### config.mk
export PLATFORM = sky130hd
export DESIGN_NAME = mc_ctrl
export DESIGN_NICKNAME = d
export VERILOG_FILES = /design/src/rtl/mc_ctrl_pkg.sv /design/src/rtl/mc_decode.sv /design/src/rtl/mc_ctrl.sv
export SDC_FILE = /design/constraint.sdc
export NUM_CORES = 1
export LEC_CHECK = 0
export ABC_AREA = 1
export BUFFER_PORTS_ARGS = -buffer_cell sky130_fd_sc_hd__buf_2
export CORE_UTILIZATION = 30
export DETAILED_ROUTE_END_ITERATION = 6
export PLACE_DENSITY_LB_ADDON = 0.2
export SKIP_CTS_REPAIR_TIMING = 1
export SYNTH_ARGS = -nofsm -noshare
export SYNTH_HDL_FRONTEND = slang
export SYNTH_SLANG_ARGS = --single-unit
### constraint.sdc
create_clock -name clk -period 3.4 [get_ports clk]
set_input_delay 0.68 -clock clk [delete_from_list [all_inputs] [get_ports clk]]
set_output_delay 0.68 -clock clk [all_outputs]
set_load 0.1 [all_outputs]
### src/rtl/mc_ctrl_pkg.sv
// rtl/mc_ctrl_pkg.sv - shared opcodes, state encodings and select encodings for the MIPS-C controller
package mc_ctrl_pkg;

  localparam logic [5:0] OP_RTYPE = 6'h00;
  localparam logic [5:0] OP_ORI   = 6'h0d;
  localparam logic [5:0] OP_LW    = 6'h23;
  localparam logic [5:0] OP_SW    = 6'h2b;
  localparam logic [5:0] OP_BEQ   = 6'h04;
  localparam logic [5:0] OP_LUI   = 6'h0f;
  localparam logic [5:0] OP_J     = 6'h02;
  localparam logic [5:0] OP_JAL   = 6'h03;

  localparam logic [5:0] FN_ADDU  = 6'h21;
  localparam logic [5:0] FN_SUBU  = 6'h23;
  localparam logic [5:0] FN_JR    = 6'h08;

  localparam logic [2:0] ALU_ADD  = 3'd0;
  localparam logic [2:0] ALU_SUB  = 3'd1;
  localparam logic [2:0] ALU_OR   = 3'd2;

  localparam logic [1:0] EXT_ZERO = 2'd0;
  localparam logic [1:0] EXT_SIGN = 2'd1;
  localparam logic [1:0] EXT_LUI  = 2'd2;

  localparam logic [1:0] RD_RT    = 2'd0;
  localparam logic [1:0] RD_RD    = 2'd1;
  localparam logic [1:0] RD_RA    = 2'd2;

  localparam logic [1:0] WD_ALU   = 2'd0;
  localparam logic [1:0] WD_MEM   = 2'd1;
  localparam logic [1:0] WD_LINK  = 2'd2;

  typedef enum logic [2:0] {
    ST_FETCH  = 3'd0,
    ST_DECODE = 3'd1,
    ST_EXEC   = 3'd2,
    ST_MEM    = 3'd3,
    ST_WB     = 3'd4
  } state_e;

  // One-hot instruction class; all-zero means nop (unknown op or funct).
  typedef struct packed {
    logic addu;
    logic subu;
    logic ori;
    logic lui;
    logic lw;
    logic sw;
    logic beq;
    logic j;
    logic jal;
    logic jr;
  } iclass_t;

endpackage

### src/rtl/mc_decode.sv
// rtl/mc_decode.sv - combinational op/funct to one-hot instruction class
module mc_decode
  import mc_ctrl_pkg::*;
(
  input  logic [5:0] op,
  input  logic [5:0] funct,
  output iclass_t    cls
);

  // Anything not recognised leaves every class bit clear and runs as a nop.
  always_comb begin
    cls = '0;
    case (op)
      OP_RTYPE: begin
        case (funct)
          FN_ADDU: cls.addu = 1'b1;
          FN_SUBU: cls.subu = 1'b1;
          FN_JR:   cls.jr   = 1'b1;
          default: ;
        endcase
      end
      OP_ORI:  cls.ori = 1'b1;
      OP_LUI:  cls.lui = 1'b1;
      OP_LW:   cls.lw  = 1'b1;
      OP_SW:   cls.sw  = 1'b1;
      OP_BEQ:  cls.beq = 1'b1;
      OP_J:    cls.j   = 1'b1;
      OP_JAL:  cls.jal = 1'b1;
      default: ;
    endcase
  end

endmodule

### src/rtl/mc_ctrl.sv
// rtl/mc_ctrl.sv - multi-cycle main controller: FSM, PC register and link register
module mc_ctrl
  import mc_ctrl_pkg::*;
#(
  parameter logic [31:0] PC_RESET = 32'h0000_3000
) (
  input  logic        clk,
  input  logic        reset,
  input  logic [5:0]  op,
  input  logic [5:0]  funct,
  input  logic [15:0] imm16,
  input  logic [25:0] addr26,
  input  logic        zero,
  input  logic [31:0] rs_val,
  input  logic        mem_ready,
  output logic [31:0] pc,
  output logic [31:0] link,
  output logic        ir_we,
  output logic        reg_we,
  output logic [1:0]  reg_dst,
  output logic [1:0]  wd_sel,
  output logic        alu_src,
  output logic [1:0]  ext_op,
  output logic [2:0]  alu_op,
  output logic        mem_re,
  output logic        mem_we,
  output logic [2:0]  state
);

  state_e      state_q, state_d;
  logic [31:0] pc_q, pc_d;
  logic [31:0] link_q;
  iclass_t     cls_q;
  iclass_t     dec;
  logic        ir_we_c, reg_we_c, mem_re_c, mem_we_c;
  logic [31:0] j_target;
  logic [31:0] br_target;

  mc_decode u_decode (
    .op    (op),
    .funct (funct),
    .cls   (dec)
  );

  // pc_q already holds PC+4 whenever these targets are used.
  assign j_target  = {pc_q[31:28], addr26, 2'b00};
  assign br_target = pc_q + {{14{imm16[15]}}, imm16, 2'b00};

  // State, PC and per-instruction latches; link is captured in DECODE before any jump moves pc.
  always_ff @(posedge clk) begin
    if (reset) begin
      state_q <= ST_FETCH;
      pc_q    <= PC_RESET;
      cls_q   <= '0;
      link_q  <= '0;
    end else begin
      state_q <= state_d;
      pc_q    <= pc_d;
      if (state_q == ST_DECODE) begin
        cls_q  <= dec;
        link_q <= pc_q;
      end
    end
  end

  // Next state, PC update, strobes and writeback selects.
  always_comb begin
    state_d  = state_q;
    pc_d     = pc_q;
    ir_we_c  = 1'b0;
    reg_we_c = 1'b0;
    mem_re_c = 1'b0;
    mem_we_c = 1'b0;
    reg_dst  = RD_RT;
    wd_sel   = WD_ALU;
    case (state_q)
      ST_FETCH: begin
        ir_we_c = 1'b1;
        pc_d    = pc_q + 32'd4;
        state_d = ST_DECODE;
      end
      ST_DECODE: begin
        if (dec.j) begin
          pc_d    = j_target;
          state_d = ST_FETCH;
        end else if (dec.jr) begin
          pc_d    = rs_val;
          state_d = ST_FETCH;
        end else if (dec.jal) begin
          pc_d    = j_target;
          state_d = ST_WB;
        end else if (dec == '0) begin
          state_d = ST_FETCH;
        end else begin
          state_d = ST_EXEC;
        end
      end
      ST_EXEC: begin
        if (cls_q.lw || cls_q.sw) begin
          state_d = ST_MEM;
        end else if (cls_q.beq) begin
          if (zero) pc_d = br_target;
          state_d = ST_FETCH;
        end else begin
          state_d = ST_WB;
        end
      end
      ST_MEM: begin
        mem_re_c = cls_q.lw;
        mem_we_c = cls_q.sw;
        if (mem_ready) state_d = cls_q.lw ? ST_WB : ST_FETCH;
      end
      ST_WB: begin
        reg_we_c = 1'b1;
        if (cls_q.jal) begin
          reg_dst = RD_RA;
          wd_sel  = WD_LINK;
        end else if (cls_q.addu || cls_q.subu) begin
          reg_dst = RD_RD;
        end else if (cls_q.lw) begin
          wd_sel  = WD_MEM;
        end
        state_d = ST_FETCH;
      end
      default: state_d = ST_FETCH;
    endcase
  end

  // ALU controls stay asserted from EXEC through WB so the ALU result remains stable.
  always_comb begin
    alu_src = 1'b0;
    ext_op  = EXT_ZERO;
    alu_op  = ALU_ADD;
    if (state_q == ST_EXEC || state_q == ST_MEM || state_q == ST_WB) begin
      if (cls_q.subu || cls_q.beq) alu_op = ALU_SUB;
      if (cls_q.ori) begin
        alu_src = 1'b1;
        alu_op  = ALU_OR;
      end
      if (cls_q.lui) begin
        alu_src = 1'b1;
        ext_op  = EXT_LUI;
        alu_op  = ALU_OR;
      end
      if (cls_q.lw || cls_q.sw) begin
        alu_src = 1'b1;
        ext_op  = EXT_SIGN;
      end
    end
  end

  // Reset is synchronous, so strobes are masked directly to keep the reset cycle write-free.
  assign ir_we  = ir_we_c  & ~reset;
  assign reg_we = reg_we_c & ~reset;
  assign mem_re = mem_re_c & ~reset;
  assign mem_we = mem_we_c & ~reset;
  assign pc     = pc_q;
  assign link   = link_q;
  assign state  = state_q;

endmodule

Word level (Yosys, flattened, before mapping)
Index checks and enable logic that the tools add are counted.
{"block": "classes", "addsub": 2, "mul": 0, "div": 0, "magnitude_cmp": 0, "n_eq_ne": 21, "shifts": 0, "muxes": 50, "n_bitwise": 5, "n_reduce_logical": 11}
{"cell": "$mux 32", "count": 5}
{"cell": "$pmux 32 s3", "count": 1}
{"cell": "$add 32x3->32 const B", "count": 1}
{"cell": "$add 32x32->32", "count": 1}
{"cell": "$mux 3", "count": 10}
{"cell": "$mux 28", "count": 1}
{"cell": "$eq 6x6->1 const B", "count": 4}
{"cell": "$mux 1", "count": 23}
{"cell": "$eq 6x4->1 const B", "count": 3}
{"cell": "$mux 2", "count": 9}
{"cell": "$eq 6x2->1 const B", "count": 2}
{"cell": "$ne 2x2->1 const B", "count": 6}
{"cell": "$pmux 3 s4", "count": 1}
{"cell": "$logic_not 10->1", "count": 1}
{"cell": "$eq 3x2->1 const B", "count": 2}
{"cell": "$eq 6x3->1 const B", "count": 1}
{"cell": "$logic_not 6->1", "count": 1}
{"cell": "$reduce_and 6->1", "count": 1}
{"cell": "$logic_or 1x1->1", "count": 5}
{"cell": "$reduce_and 5->1", "count": 1}
{"cell": "$and 1x1->1", "count": 4}
{"cell": "$ne 4x4->1 const B", "count": 1}
{"cell": "$eq 3x1->1 const B", "count": 1}
{"cell": "$eq 3x3->1 const B", "count": 1}
{"cell": "other kinds (3)", "count": 3}
{"block": "totals", "regBits": 75, "latch_bits": 0, "ramBits": 0, "romBits": 0, "inputBits": 90, "out_inout_bits": 81, "elab_cells": 101, "mem_count": 0}

Depth between registers and ports, before layout
Gate-level depths: netlist (run 1).
{"block": "logic_depth", "ltp_word": 9, "depth_mapped": 21, "depth_no_buf": 21}

By module
From an unflattened synthesis (run 1), not the netlist that was laid out.
{"block": "unflattened", "cells_unflattened": 841, "hier_area_um2": 5355.1}
{"module": "mc_ctrl", "n_inst": 1, "cells_per_inst": 803, "area_each_um2": 5173.7, "seq_area_each_um2": 1501.4}
{"module": "mc_decode", "n_inst": 1, "cells_per_inst": 38, "area_each_um2": 181.4, "seq_area_each_um2": 0.0}

Worst setup path before layout (run 1)
Ideal clock, no wire load.
{"block": "synth_timing", "kind": "reg2out", "startpoint": "reg state_q[1] (netlist: state[1])", "endpoint": "out reg_dst[0]", "arrival_ns": 3.548, "required_time_ns": 2.720, "path_slack_ns": -0.828, "stages_incl_launch_ff": 8, "n_path_buf": 2, "path_cell_list": "dfxtp_1 -> buf_4 -> clkbuf_1 -> nor2_1 -> inv_1 -> nor2_1 -> inv_1 -> nor3_1"}
{"block": "synth_via", "elab_chain_cells": 2}
{"item": "from (decl)", "line_no": "mc_ctrl.sv:30", "text": "state_e state_q, state_d;"}
{"item": "from (signal assigned)", "line_no": "mc_ctrl.sv:57", "text": "state_q <= state_d;"}
{"item": "$eq 3x3->1", "line_no": "mc_ctrl.sv:76", "text": "case (state_q)"}
{"item": "$mux 2", "line_no": "mc_ctrl.sv:76"}
{"item": "to (decl)", "line_no": "mc_ctrl.sv:20", "text": "output logic [1:0] reg_dst,"}
No other way between the ends.

Final worst setup path (run 1)
{"block": "layout_timing", "startpoint": "reg state_q[2] (netlist: state[2])", "endpoint": "out alu_op[0]"}
{"block": "layout_via", "elab_chain_cells": 4}
{"item": "$eq 3x2->1", "line_no": "mc_ctrl.sv:134", "text": "if (state_q == ST_EXEC || state_q == ST_MEM || state_q == ST_WB) begin"}
{"item": "$logic_or 1x1->1", "line_no": "mc_ctrl.sv:134"}
{"item": "$logic_or 1x1->1 *", "line_no": "mc_ctrl.sv:134"}
{"item": "$mux 3 *", "line_no": "mc_ctrl.sv:134"}
{"item": "to (decl)", "line_no": "mc_ctrl.sv:24", "text": "output logic [2:0] alu_op,"}
Mark *: on every way between the ends. The rest lies on a longest branch, timed or not.

==> impl_metrics.ini, run 1 <==
[worst_setup_path]
cp_num_buf_inv = 3
worst_path_max_delay_cell = nor3_1
critPathLaunch = state[2]
worst-setup-path-type = reg2out
r2r-start = state[2]
worstSetupPathDepth = 7
cp-end-kind = output port
cp_max_fo = 17
path_cells = nor2_4, nand2_2, buf_4, inv_1, nor3_1, nor2_1, buf_2
r2r_slack_ps = 430
endpoint = alu_op[0]
r2r_cells = 21
critPathMaxStageDelay_ps = 560
worstReg2RegEnd = pc[28]
cp.required_ps = 2720
crit_path_start_kind = flop
cp_top_family = simple AND/OR/NAND/NOR gates
crit_arrival_ps = 2360

[synth]
netlist_area_um2 = 5371
synth_edf_count = 0
ys_types = 44
synth_seq_cells = 75
postSynthCellCount = 839
synthFlopType = dfxtp_1
postSynth.asyncResetShare = 0
synth.avg_cell_area_um2 = 6.402
yosysWarningCount = 0
syn_nets = 945
yosysSeqAreaShare = 0.2795

[status]
status = finished clean

[cells_and_area]
area_growth_pct = 24.55
postLayoutCellArea_um2 = 6690
ff_latch_area_um2 = 1503
nets = 1093
fin_cells = 1217
insertedDiodeCount = 0
drive_gt1_frac = 0.2530
multi_input_area_um2 = 3343
fillers = 1946

[drt]
ant_nets = 0
num_vias = 6098
drt_iter0_markers = 345
via_per_inst = 5.011
first_pass_iters = 5
drc = 0
drt_wl_total_um = 18820
wire_per_inst_um = 15.46

[clock_tree]
clk_latency_ps = 340
cts_buffer_depth = 2
clock_sink_count = 75
cts_tree = yes
cts_buffers = 9
clock-root-buffer = clkbuf_16
htree_levels = 3
path_clk_slew_ps = 60

[sta]
hold_viol = 0
finalCritPeriodShare = 0.8933
drv_slew = 0
setup_viol = 0
max-slew-margin-rel = 0.4415
period_needed_ps = 3037
tightestPinTransition_ps = 835.8
fin_hold_ws_ps = 468.7
rsz0062_at_grt = no
setup_tns_ps = 0
worst_clock_skew_ps = 8.621
fmax_mhz = 329.2

[grt]
grt_pass1_vias = 5789
groute.usage.overall = 0.2134
antenna_found_initial = 0
grt_first_pass_wirelength_um = 30500
grt_overflow = 0
grt_start_max_net_pins = 77

[pwr]
power.density_nw_per_um2 = 498.8
p_leak_nw = 3.302
ir_worst_vdd_uv = 295.8
power_mw = 3.337

[floorplan]
rows = 48
fp.dieArea_um2 = 18440
core_um2 = 17420
start_util = 0.3084
io_pins = 171
die_h_um = 135.8
dieWidth_um = 135.8

[place]
place.gp.congestion = 0.8657
placed_area_um2 = 6384
dp_cells = 1201
port_buffers = 169
place_hpwl_um = 13900

[hold_path]
hold_class = reg2reg
hp-start = cls_q[7]

[job]
maxCapViolCount = 0
cells in the final DEF, fill, tap and decap left out, types with 14 or more instances in the layout:
master / Yosys / routed
nand2_2: 14 / 14
buf_2: 7 / 169
o21ai_0: 73 / 73
a31oi_1: 19 / 19
nand3_1: 38 / 38
dfxtp_1: 75 / 74
inv_1: 80 / 80
nor2_1: 121 / 116
ha_1: 15 / 15
nand4_1: 24 / 24
a21oi_1: 61 / 60
nand2_1: 168 / 168
a22oi_1: 19 / 19
worst min path at each step:
stage / end / slack, ps / cells after the start
floorplan: cls_q[7] / 450 / 2
global placement: cls_q[7] / 460 / 2
detailed placement: cls_q[7] / 460 / 2
CTS: cls_q[7] / 470 / 2
global route: cls_q[7] / 510 / 2
finish: cls_q[7] / 470 / 2
synthesized netlist by cell type, types with 5 or more instances:
cell / number / area share
a21oi_1: 61 / 0.057
a221oi_1: 5 / 0.0082
a22oi_1: 19 / 0.027
a31oi_1: 19 / 0.022
a41oi_1: 13 / 0.021
buf_2: 7 / 0.0065
buf_6: 7 / 0.015
clkbuf_1: 23 / 0.016
dfxtp_1: 75 / 0.28
ha_1: 15 / 0.035
inv_1: 80 / 0.056
nand2_1: 168 / 0.12
nand2_2: 14 / 0.016
nand3_1: 38 / 0.035
nand4_1: 24 / 0.028
nor2_1: 121 / 0.085
nor2_2: 9 / 0.010
nor3_1: 8 / 0.0075
o21ai_0: 73 / 0.068
o21ai_1: 9 / 0.0084
per-stage QoR:
step | setup slack, ps | util
final | 362.7 | 0.3841
after global routing | 152.3 | 0.3841
after CTS | 334.4 | 0.3841
after detailed placement | 274.3 | 0.3665
after global placement | 303.5 | 0.3665
after floorplan | -93.02 | -
layer usage:
layer | up-vias | track usage | share of wire
li1 | 3139 | - | -
met1 | 2737 | 0.2968 | 0.49
met2 | 203 | 0.3339 | 0.43
met3 | 19 | 0.03505 | 0.065
met4 | 0 | 0.06617 | 0.016
met5 | - | 0 | 0
cell type report:
cell class,instances,share of cell area
clock buffers,13,0.03890
repair buffers,180,0.1406
flip-flops and latches,75,0.2246
inverters,84,0.04713
multi-input cells,637,0.4997
clock inverters,3,0.006920
well taps,225,0.04208
report_power, final:
group / leakage [nW] / internal (mW) / switching, mW
logic: 2.54 / 0.254 / 1.03
registers: 0.619 / 0.968 / 0.0811
clock network: 0.146 / 0.611 / 0.394
flip-flops by register name (all words and copies together) (netlist names):
name	cells
pc	32
link	32
state	3
cls_q	8
logic make-up (layout without fill, tap and decap cells):
logic type	after synthesis	in the layout	share of synthesized area
simple gates	405	405	0.3392
fa+ha+maj	16	16	0.03867
flops	75	75	0.2795
buf+inv	127	280	0.1030
other cells	1	1	0.0006981
compound gates	212	212	0.2341
xor+xnor	3	3	0.004893
worst register-to-register path: stages (launching register included):
cell and delay (ps):
dfxtp_1 370, nor2_4 150, nand2_2 100, or2_2 280, ha_1 220, fa_1 380
nand2_1 80, inv_1 50, nand2_1 50, nand2_1 110, a21oi_1 240, inv_1 100
nand2_1 70, nand2_1 80, nand2_1 110, nand2_1 90, nand2_1 90, nand2_1 60
nand2_1 60, nand3_1 60, nand2_1 80, a21oi_1 50
Power figures use the tool's default switching activity.
==> run 2, diff against run 1 <==
--- a/config.mk
+++ b/config.mk
@@ -7,7 +7,8 @@
 export LEC_CHECK = 0
 export ABC_AREA = 1
 export BUFFER_PORTS_ARGS = -buffer_cell sky130_fd_sc_hd__buf_2
-export CORE_UTILIZATION = 30
+export CORE_ASPECT_RATIO = 1.5
+export CORE_UTILIZATION = 35
 export DETAILED_ROUTE_END_ITERATION = 6
 export PLACE_DENSITY_LB_ADDON = 0.2
 export SKIP_CTS_REPAIR_TIMING = 1
==> constraint.sdc (replaced) <==
create_clock -name clk -period 2.83 [get_ports clk]
set_input_delay 0.566 -clock clk [delete_from_list [all_inputs] [get_ports clk]]
set_output_delay 0.566 -clock clk [all_outputs]
set_load 0.1 [all_outputs]
==> run 2 against run 1 <==
Against the previous run: setup slack got worse by 210 ps; register-to-register slack got worse by 240 ps; hold slack got worse by 5.8 ps; global-route usage increased by 3.5 points; utilization increased by 7.0 points; wire length increased by 3.7%; power increased by 20%; final cell count decreased by 0.90%; count of clock-buffer cells in the layout decreased by 2; combinational power increased by 23%; clock power increased by 19%; critical path type unchanged.
==> impl_metrics.ini, run 2 (synthesis gave the netlist of run 1 again) <==
[sta]
max-slew-margin-rel = 0.4797
fmax_mhz = 374.0
tightestPinTransition_ps = 780.4
fin_hold_ws_ps = 462.9
hold_viol = 0
rsz0062_at_grt = no
fin_ws_ps = 156.5
worst_clock_skew_ps = 9.514
setup_viol = 0
drv_slew = 0
period_needed_ps = 2674
setup_tns_ps = 0
finalCritPeriodShare = 0.9447

[cells_and_area]
fillers = 1666
nets = 1108
drive_gt1_frac = 0.2810
multi_input_area_um2 = 3401
area_growth_pct = 27.37
layout_common_cells = buf_2 (168), nand2_1 (162), nor2_1 (112), inv_1 (79), o21ai_0 (73)
ff_latch_area_um2 = 1513
fin_cells = 1206
layout_commonest_cell = buf_2
insertedDiodeCount = 0

[place]
place_hpwl_um = 14690
place.gp.congestion = 0.8879
dp_cells = 1188
preCtsSetupSlack_ps = -13.96
port_buffers = 169

[grt]
groute.usage.overall = 0.2487
antenna_found_initial = 1
grt_pass1_vias = 5755
grt_overflow = 0
grt_first_pass_wirelength_um = 30220
grt_start_max_net_pins = 76

[job]
maxCapViolCount = 0

[clock_tree]
clock_sink_count = 75
clock-root-buffer = clkbuf_16
cts_buffer_depth = 2
clk_latency_ps = 350
htree_levels = 3
path_clk_slew_ps = 60
cts_tree = yes
cts_buffers = 9

[worst_setup_path]
worstReg2RegEnd = pc[27]
worst-setup-path-type = reg2out
crit_path_start_kind = flop
r2r-start = state[0]
cp-end-kind = output port
r2r_cells = 16
cp_max_fo = 25
endpoint = ext_op[1]
critPathLaunch = state[1]
cp.required_ps = 2260
r2r_slack_ps = 190
crit_arrival_ps = 2110

[floorplan]
dieWidth_um = 103.2
fp.dieArea_um2 = 15860
core_um2 = 15070
start_util = 0.3564
rows = 55
die_h_um = 153.7
io_pins = 171

[drt]
wl_met3_um = 1107
ant_nets = 0
drt_wl_total_um = 19510
met1_length_um = 7726
top_layer_used = met5
wire_per_inst_um = 16.17
drt_iter0_markers = 239
num_vias = 6284
wl_met2_um = 9952
first_pass_iters = 6
via_per_inst = 5.211
drc = 0

[pwr]
power.density_nw_per_um2 = 587.7
p_leak_nw = 3.379
power_mw = 4.021
ir_worst_vdd_uv = 295.2

[status]
status = finished clean

[hold_path]
hold_class = in2reg
## run 2: cell count changes in the layout (fill, tap and decap cells not counted), sizes merged
| cell | before | now |
|---|---|---|
| bufinv | 1 | 0 |
| clkinvlp | 1 | 2 |
| inv | 84 | 87 |
| clkinv | 1 | 0 |
| buf | 180 | 195 |
| clkbuf | 13 | 11 |
## run 2: metal layers
metal | GRT usage | vias up
met2 | 0.4419 | 238
met5 | 0 | -
met1 | 0.2899 | 2833
met3 | 0.03318 | 48
met4 | 0.1100 | 2
li1 | - | 3163
## run 2: how the worst min path moves through the flow
stage	end	cells past startpoint	slack, ps	start
final	cls_q[5]	2	460	op[3]
after global routing	cls_q[5]	2	470	op[3]
after CTS	cls_q[5]	2	460	op[3]
after detailed placement	cls_q[7]	2	460	cls_q[7]
after global placement	cls_q[7]	2	460	cls_q[7]
after floorplan	cls_q[7]	2	450	cls_q[7]
## run 2: stage by stage
step / area [µm²] / util
CTS: 6797 / 0.4510
detailed placement: 6501 / 0.4314
floorplan: 5440 / -
finish: 6842 / 0.4540
global route: 6842 / 0.4540
global placement: 6501 / 0.4314
## run 2: area by class of cell
cell class	count	area share
Clock buffer	11	0.03713
Inverter	84	0.04609
Sequential cell	75	0.2211
Clock inverter	5	0.006035
Multi-Input combinational cell	637	0.4971
Timing Repair Buffer	195	0.1562
Tap cell	199	0.03639
## run 2: power by group
part,leakage [nW],internal [mW],switching (mW),total [mW]
clock,0.138,0.659,0.529,1.19
sequential,0.620,1.16,0.104,1.26
combinational,2.62,0.320,1.25,1.57
## run 2: worst max-delay path, stage by stage, from the launching register on
cell and delay [ps]:
dfxtp_4 360, buf_4 330, nand2_1 150, nor2_1 180, nor3_1 80, buf_4 160
nor2_2 70, buf_2 430
==> run 3, diff against run 2 <==
--- a/config.mk
+++ b/config.mk
@@ -7,9 +7,13 @@
 export LEC_CHECK = 0
 export ABC_AREA = 1
 export BUFFER_PORTS_ARGS = -buffer_cell sky130_fd_sc_hd__buf_2
+export CELL_PAD_IN_SITES_DETAIL_PLACEMENT = 1
+export CELL_PAD_IN_SITES_GLOBAL_PLACEMENT = 1
 export CORE_ASPECT_RATIO = 1.5
 export CORE_UTILIZATION = 35
+export CTS_CLUSTER_DIAMETER = 120
 export DETAILED_ROUTE_END_ITERATION = 6
+export GPL_TIMING_DRIVEN = 0
 export PLACE_DENSITY_LB_ADDON = 0.2
 export SKIP_CTS_REPAIR_TIMING = 1
 export SYNTH_ARGS = -nofsm -noshare
==> run 3 against run 2 <==
Against the previous run: wire length rose by 24%; sequential cell count did not move; utilization rose by 1.6 points; global-route usage rose by 5.9 points; clock skew rose by 1.7 ps; die area did not move.
==> impl_metrics.ini, run 3 (synthesis gave the netlist of run 1 again) <==
[clock_tree]
cts_tree = yes
clk_latency_ps = 350
htree_levels = 3
clock_sink_count = 75
cts_buffers = 9
path_clk_slew_ps = 70
cts_buffer_depth = 2
clock-root-buffer = clkbuf_16

[grt]
grt_overflow = 0
grt_start_max_net_pins = 16
grt_pass1_vias = 6829
antenna_found_initial = 0
groute.usage.overall = 0.3081
grt_first_pass_wirelength_um = 36650

[floorplan]
rows = 55
io_pins = 171
core_um2 = 15070
fp.dieArea_um2 = 15860
dieWidth_um = 103.2
die_h_um = 153.7
start_util = 0.3564

[worst_setup_path]
r2r_slack_ps = 40
crit_path_start_kind = flop
endpoint = pc[28]
r2r-start = state[0]
r2r_cells = 21
worstReg2RegEnd = pc[28]
critPathLaunch = state[0]
crit_arrival_ps = 2990
cp.required_ps = 3040
cp-end-kind = flop
worst-setup-path-type = reg2reg
cp_max_fo = 5

[pwr]
power.density_nw_per_um2 = 589.0
p_leak_nw = 3.472
ir_worst_vdd_uv = 349.4

[cells_and_area]
area_growth_pct = 31.84
layout_common_cells = buf_2 (170), nand2_1 (155), nor2_1 (110), inv_1 (78)
postLayoutCellArea_um2 = 7082
layout_commonest_cell = buf_2
drive_gt1_frac = 0.2982
fin_cells = 1232
fin_util = 0.4699
insertedDiodeCount = 0
nets = 1134

[place]
placed_area_um2 = 6530
place_hpwl_um = 18750
port_buffers = 168
dp_cells = 1206
preCtsSetupSlack_ps = -444.0
place.gp.congestion = 0.9425

[sta]
fin_ws_ps = 43.81
worst_clock_skew_ps = 11.23
hold_viol = 0
rsz0062_at_grt = yes
fmax_mhz = 358.9
setup_viol = 0
tightestPinTransition_ps = 872.0
max-slew-margin-rel = 0.4187
fin_hold_ws_ps = 481.5
drv_slew = 0
finalCritPeriodShare = 0.9845
period_needed_ps = 2786

[status]
status = finished clean

[job]
maxCapViolCount = 0

[drt]
drt_wl_total_um = 24120
drc = 0
first_pass_iters = 5
num_vias = 6761
drt_iter0_markers = 237
ant_nets = 0
via_per_inst = 5.488
wire_per_inst_um = 19.58

[hold_path]
hold_class = in2reg
[run 3: cell count changes in the layout (fill, tap and decap cells not counted), sizes merged]
cell and delta:
clkbuf +25, clkinv +2, buf -1, bufinv +1, clkinvlp -1
[run 3: final cells by class]
cell class | count | area (µm²)
clock inverter | 7 | 85.08
buffer | 43 | 246.5
clock buffer | 9 | 225.2
inverter | 84 | 315.3
multi-input combinational | 637 | 3516
timing repair buffer | 178 | 932.1
fill | 2072 | 7989
sequential | 75 | 1513
tap | 199 | 249.0
[run 3: critical path, cell delays in order, from the launching register on]
cell     delay, ps
dfxtp_4        360
nor2_4         180
nand2_8         90
or2_4          260
ha_4           170
fa_2           360
nand2_2         70
inv_2           50
nand2_2         70
nand2_4         70
a21oi_4        160
inv_2           60
nand2_2         70
nand2_4         60
nand2_4         90
nand2_4         60
nand2_4        110
nand2_2         60
nand2_1         70
nand3_1         60
nand2_1        110
a21oi_2         50
[run 3: power breakdown]
part / switching (mW) / internal [mW] / total, mW / leakage, nW
clock network: 0.534 / 0.699 / 1.23 / 0.150
registers: 0.129 / 1.16 / 1.29 / 0.620
logic: 1.31 / 0.335 / 1.65 / 2.70
total: 1.98 / 2.19 / 4.17 / 3.47
[run 3: how the worst min path moves through the flow]
stage | from | to | slack (ps) | cells past startpoint
after floorplan | cls_q[7] | cls_q[7] | 450 | 2
after global placement | cls_q[7] | cls_q[7] | 470 | 2
after detailed placement | cls_q[7] | cls_q[7] | 480 | 2
after CTS | rs_val[1] | pc[1] | 480 | 3
after global routing | rs_val[1] | pc[1] | 490 | 3
final | rs_val[1] | pc[1] | 480 | 3
[run 3: metrics by stage]
| step | setup TNS [ps] | total power, mW |
|---|---|---|
| 3_5_place_dp | -2813 | 2.916 |
| 2_1_floorplan | 0 | 2.489 |
| 3_3_place_gp | -2166 | 2.902 |
| 6_report | 0 | 4.171 |
| 5_1_grt | -338.0 | 4.324 |
| 4_1_cts | -5473 | 4.138 |
[run 3: per-layer routing]
metal / part of all wire / global-route usage
met1: 0.37 / 0.3323
met2: 0.53 / 0.5698
met3: 0.049 / 0.04409
met4: 0.051 / 0.1482
met5: 0 / 0
